$ cat config.mk
export PLATFORM = sky130hd
export DESIGN_NAME = fetch_stage
export DESIGN_NICKNAME = d
export VERILOG_FILES = /design/src/rtl/fetch_stage.sv
export SDC_FILE = /design/constraint.sdc
export NUM_CORES = 1
export LEC_CHECK = 0
export CORE_MARGIN = 5
export CORE_UTILIZATION = 28
export CTS_CLUSTER_SIZE = 16
export DETAILED_ROUTE_END_ITERATION = 8
export RECOVER_POWER = 25
export SYNTH_ARGS = -nofsm -noshare
export SYNTH_HDL_FRONTEND = slang
export SYNTH_SLANG_ARGS = --single-unit
$ cat constraint.sdc
create_clock -name clk -period 4.8 [get_ports clk]
set_input_delay 0.48 -clock clk [delete_from_list [all_inputs] [get_ports clk]]
set_output_delay 0.48 -clock clk [all_outputs]
set_load 0.05 [all_outputs]
$ cat src/rtl/fetch_stage.sv
// Instruction fetch stage: PC register, next-PC select and IF/ID pipeline register.
// Redirects win over stall for the PC; flush wins over stall for IF/ID.
module fetch_stage #(
  parameter logic [31:0] RESET_PC  = 32'h0000_0000,
  parameter logic [31:0] NOP_INSTR = 32'h0000_0013
) (
  input  logic        clk,
  input  logic        rst,
  input  logic        stall,
  input  logic        flush,
  input  logic [1:0]  next_pc_selector,
  input  logic [31:0] branch_target,
  input  logic [31:0] jalr_target,
  output logic [31:0] imem_addr,
  input  logic [31:0] imem_rdata,
  output logic [31:0] if_id_pc,
  output logic [31:0] if_id_pc_plus_4,
  output logic [31:0] if_id_instruction,
  output logic        if_id_valid,
  output logic [6:0]  opcode,
  output logic        misaligned_fault
);

  typedef struct packed {
    logic [31:0] pc;
    logic [31:0] pc_plus_4;
    logic [31:0] instr;
    logic        valid;
  } if_id_t;

  logic [31:0] r_pc;
  if_id_t      r_if_id;
  logic        r_fault;

  logic [31:0] w_pc_plus_4;
  logic        w_redirect;
  logic [31:0] w_target;

  assign w_pc_plus_4 = r_pc + 32'd4;
  assign w_redirect  = (next_pc_selector == 2'b01) ||
                       (next_pc_selector == 2'b10);

  always_comb begin
    w_target = branch_target;
    unique case (1'b1)
      (next_pc_selector == 2'b10): w_target = {jalr_target[31:1], 1'b0};
      default:                     w_target = branch_target;
    endcase
  end

  always_ff @(posedge clk or posedge rst) begin
    if (rst) begin
      r_pc <= RESET_PC;
    end else if (w_redirect) begin
      r_pc <= {w_target[31:2], 2'b00};
    end else if (!stall) begin
      r_pc <= w_pc_plus_4;
    end
  end

  always_ff @(posedge clk or posedge rst) begin
    if (rst) begin
      r_if_id.pc        <= 32'd0;
      r_if_id.pc_plus_4 <= 32'd0;
      r_if_id.instr     <= NOP_INSTR;
      r_if_id.valid     <= 1'b0;
    end else if (flush) begin
      r_if_id.instr <= NOP_INSTR;
      r_if_id.valid <= 1'b0;
    end else if (!stall) begin
      r_if_id.pc        <= r_pc;
      r_if_id.pc_plus_4 <= w_pc_plus_4;
      r_if_id.instr     <= imem_rdata;
      r_if_id.valid     <= 1'b1;
    end
  end

  // Sticky; reported only, fetch continues from the word-aligned target.
  always_ff @(posedge clk or posedge rst) begin
    if (rst) begin
      r_fault <= 1'b0;
    end else if (w_redirect && w_target[1]) begin
      r_fault <= 1'b1;
    end
  end

  assign imem_addr         = r_pc;
  assign if_id_pc          = r_if_id.pc;
  assign if_id_pc_plus_4   = r_if_id.pc_plus_4;
  assign if_id_instruction = r_if_id.instr;
  assign if_id_valid       = r_if_id.valid;
  assign opcode            = r_if_id.instr[6:0];
  assign misaligned_fault  = r_fault;

endmodule

==> results.md <==
* Outcome: finished, violations left
* Failing checks: capacitance limit, slew limit
* Pins over their slew limit at 110
* Aggregate negative setup slack at 0 ns
* RSZ-0062 raised after global routing: false
* Initial detailed-routing violation count at 272
* Via count normalized by instance count at 4.57
* Syn_area_per_cell at 9.37 um^2
* Number of enable flip-flop cells after synthesis at 0
* Clock tree from TritonCTS: built
* Die Wd at 158 um
* Clock Skews at 0.00650 ns
* Met2 routed wirelength at 8940 um
* End of the worst hold path: if_id_pc[8]
* DRC errors left at 0
* Post-CTS setup buffer count at 0
* Distinct cells, synth at 41
* Period Utilization, post-route at 65.7%
* Detailed-placement wirelength estimate at 14600 um
* Async set-or-reset flop fraction in the synthesized netlist at 100%
* Required @ worst endpoint at 5.09 ns
* N_diodes at 0
* Core occupancy in the finished layout at 42.4%
* Clock insertion delay at the later pin of the skew report at 0.41 ns
* Post-synthesis to final-layout area growth at 50.0%
* Residual antenna-violating net count after detailed routing at 0
* F_max at 317 MHz
* Count of synthesis-stage warnings from yosys at 0
* Number of buffers inserted during clock tree synthesis at 17
* Via count of the first global-routing pass at 5250
* Setup slack of the most critical reg-to-reg path at 2.01 ns
* Max-cap check violation count at 2
* Highest metal used: met4
* Hold Worst Slack at 0.476 ns
* Resized Gates After CTS at 0
* Die outline height at 158 um
* Synthesized instance count at 654
* Final GP Congestion at 0.788
* Number of hold buffers added after cts at 0
* Data arrival, critical path at 3.44 ns
* Maximum number of pins on one net before global-route repair at 75
* Root Driver: sky130_fd_sc_hd__clkbuf_16
* Fraction of final layout cells sized beyond drive strength 1 at 6.60%
* Clock-pin slew on the worst setup and hold paths at 0.06 ns
* Crit. End Element: flip-flop
* Family of cells with the greatest summed delay on the critical path: buffers and inverters
* Endpoints failing hold at 0
* Via count at 5225
* Area of the die at 0.0249 mm^2
* Slowest library cell on the worst path: sky130_fd_sc_hd__clkbuf_1
* Number of antenna violations at the first check in global routing at 0
* DRT Pass-1 Iters at 4
* Row count at 54
* Relative slew slack at -129%
* Kind of start point of the critical path: primary input
* Number of port buffers at 230
* Ordered list of cells on the worst path: dlygate4sd3_1, clkbuf_1, nor2_2, buf_4, nand2_1, o211ai_1
* Met1 Wirelength at 9270 um
* Shortest period the worst path allows at 3.15 ns
* Critical Setup Path Class: primary input to flip-flop
* Core region area at 0.0217 mm^2
* Yosys reg bits at 124
* Total Routed Length at 20000 um
* Buffers and inverters on the worst path at 3
* Largest stage delay on the critical path at 1.23 ns
* Global-route wire length before repair at 30800 um
* Worst hold path stage count at 2
* Peak supply drop at 0.212 mV
* CTS Buffer Depth at 2
* Nets@finish at 955
* Static leakage at 3.82 nW
* Aggregate global routing overflow at 0
* Highest net fanout along the worst path at 34
* Worst flop-to-flop path startpoint: imem_addr[5]
* Min-Delay Startpoint: if_id_pc[8]
* Worst r2r dst: if_id_pc_plus_4[29]
* Mapped cell area at 0.00613 mm^2
* Power density normalized to cell area at 455 mW/mm^2
* Most frequently used flop master after synthesis: sky130_fd_sc_hd__dfrtp_1
* Met3 Wirelength at 1540 um
* Type of the worst min-delay path: flip-flop to flip-flop
* Top-level port count at 239
* Sequential cell area fraction in the yosys report at 50.7%
* TritonCTS Sinks at 124
* Worst Max-Slew Pin Slew at 3.42 ns
* Cells on worst reg2reg path at 5
* WL per Instance at 17.5 um
* Initial Util at 28.3%
* Endpoints failing setup at 0
* Global router's overall resource usage at 16.1%
* # H-tree levels at 4
-- where the power goes --
group	internal [mW]	switching (mW)
logic	0.489	0.912
clock network	0.899	0.490
registers	1.21	0.189
total	2.59	1.59
-- placed cells by master, fill, tap and decap left out, drive strengths merged, types with 3 or more instances in the layout --
master,Yosys,final
nand2,132,132
a211oi,22,22
conb,1,6
nand4b,3,3
a21oi,21,21
mux2i,39,39
clkinv,0,4
nand4,11,11
nor2b,25,25
xnor2,33,33
buf,29,9
clkbuf,37,20
inv,7,8
or4,9,9
nor2,48,48
clkinvlp,0,4
bufinv,0,4
a211o,3,3
dfrtp,121,121
xor2,20,20
dfstp,3,3
nor3,13,13
or2,4,4
clkdlybuf4s50,0,227
nand3,17,17
o21ai,37,37
-- through the flow --
stage | instance area, um^2 | total power [mW] | setup slack (ns) | cells
6_report | 9190 | 4.19 | 1.65 | 1144
5_1_grt | 9190 | 4.39 | 1.11 | 1144
4_1_cts | 9200 | 4.25 | 2.04 | 1144
3_5_place_dp | 8560 | 2.83 | 1.88 | 1112
3_3_place_gp | 8560 | 2.82 | 1.91 | 1112
2_1_floorplan | 6150 | 2.28 | 1.03 | 659
-- tightest hold or removal path: stages (launching register included) --
cell and delay (ns):
sky130_fd_sc_hd__dfrtp_1 0.34, sky130_fd_sc_hd__nand2_1 0.05, sky130_fd_sc_hd__nand2_1 0.06
-- per-layer routing --
| layer | up-vias | track usage (%) |
|---|---|---|
| met5 | - | 0 |
| met4 | 0 | 5.20 |
| met3 | 16 | 5.33 |
| met2 | 174 | 24.2 |
| met1 | 2471 | 22.1 |
| li1 | 2564 | - |
-- Yosys cell counts, types with 4 or more instances --
cell	count	share of area, %
sky130_fd_sc_hd__xor2_1	20	2.9
sky130_fd_sc_hd__o21ai_0	36	2.9
sky130_fd_sc_hd__inv_1	7	0.43
sky130_fd_sc_hd__or4_1	8	0.98
sky130_fd_sc_hd__clkbuf_1	37	2.3
sky130_fd_sc_hd__nand3_1	16	1.3
sky130_fd_sc_hd__a211oi_1	22	2.7
sky130_fd_sc_hd__or2_2	4	0.41
sky130_fd_sc_hd__nor2_1	46	2.8
sky130_fd_sc_hd__nand4_1	10	1.0
sky130_fd_sc_hd__nand2_1	132	8.1
sky130_fd_sc_hd__xnor2_1	33	4.7
sky130_fd_sc_hd__buf_1	7	0.43
sky130_fd_sc_hd__mux2i_1	39	6.4
sky130_fd_sc_hd__buf_4	15	1.8
sky130_fd_sc_hd__buf_2	7	0.57
sky130_fd_sc_hd__a21oi_1	21	1.7
sky130_fd_sc_hd__nor2b_1	25	2.6
sky130_fd_sc_hd__nor3_1	13	1.1
sky130_fd_sc_hd__dfrtp_1	121	49
-- sequential cells by signal, summed over array words and instances (netlist names) --
register           flops
if_id_instruction     32
imem_addr             30
if_id_pc_plus_4       30
if_id_pc              30
if_id_valid            1
misaligned_fault       1
-- cell families after synthesis --
family                     Yosys count  share of synthesized area, %
adders and majority gates            2                         0.408
other                                1                        0.0612
xor gates and xnor gates            53                          7.57
AOI/OAI and AO/OA                   91                          8.86
buffers and inverters               73                          5.53
and+or+nand+nor                    271                          20.5
DFF                                124                          50.7
muxes                               39                          6.37
-- cell type report --
cell class              instances  area (um^2)
fillers                      2123        12500
flip-flops and latches        124         3110
multi-input cells             462         2710
repair buffers                239         2360
clock buffers                  19          453
well taps                     280          350
clock inverters                13          188
inverters                       7         27.5
-- how the worst max path moves through the flow --
stage / start / endpoint / slack [ns] / cells past startpoint
after floorplan: rst / if_id_instruction[10] / 1.03 / 1
after global placement: stall / if_id_pc_plus_4[24] / 1.91 / 5
after detailed placement: stall / if_id_pc_plus_4[26] / 1.88 / 5
after CTS: imem_addr[5] / if_id_pc_plus_4[29] / 2.04 / 5
after global routing: rst / if_id_pc_plus_4[19] / 1.11 / 3
final: flush / if_id_pc_plus_4[22] / 1.65 / 6
Power figures use the tool's default switching activity.
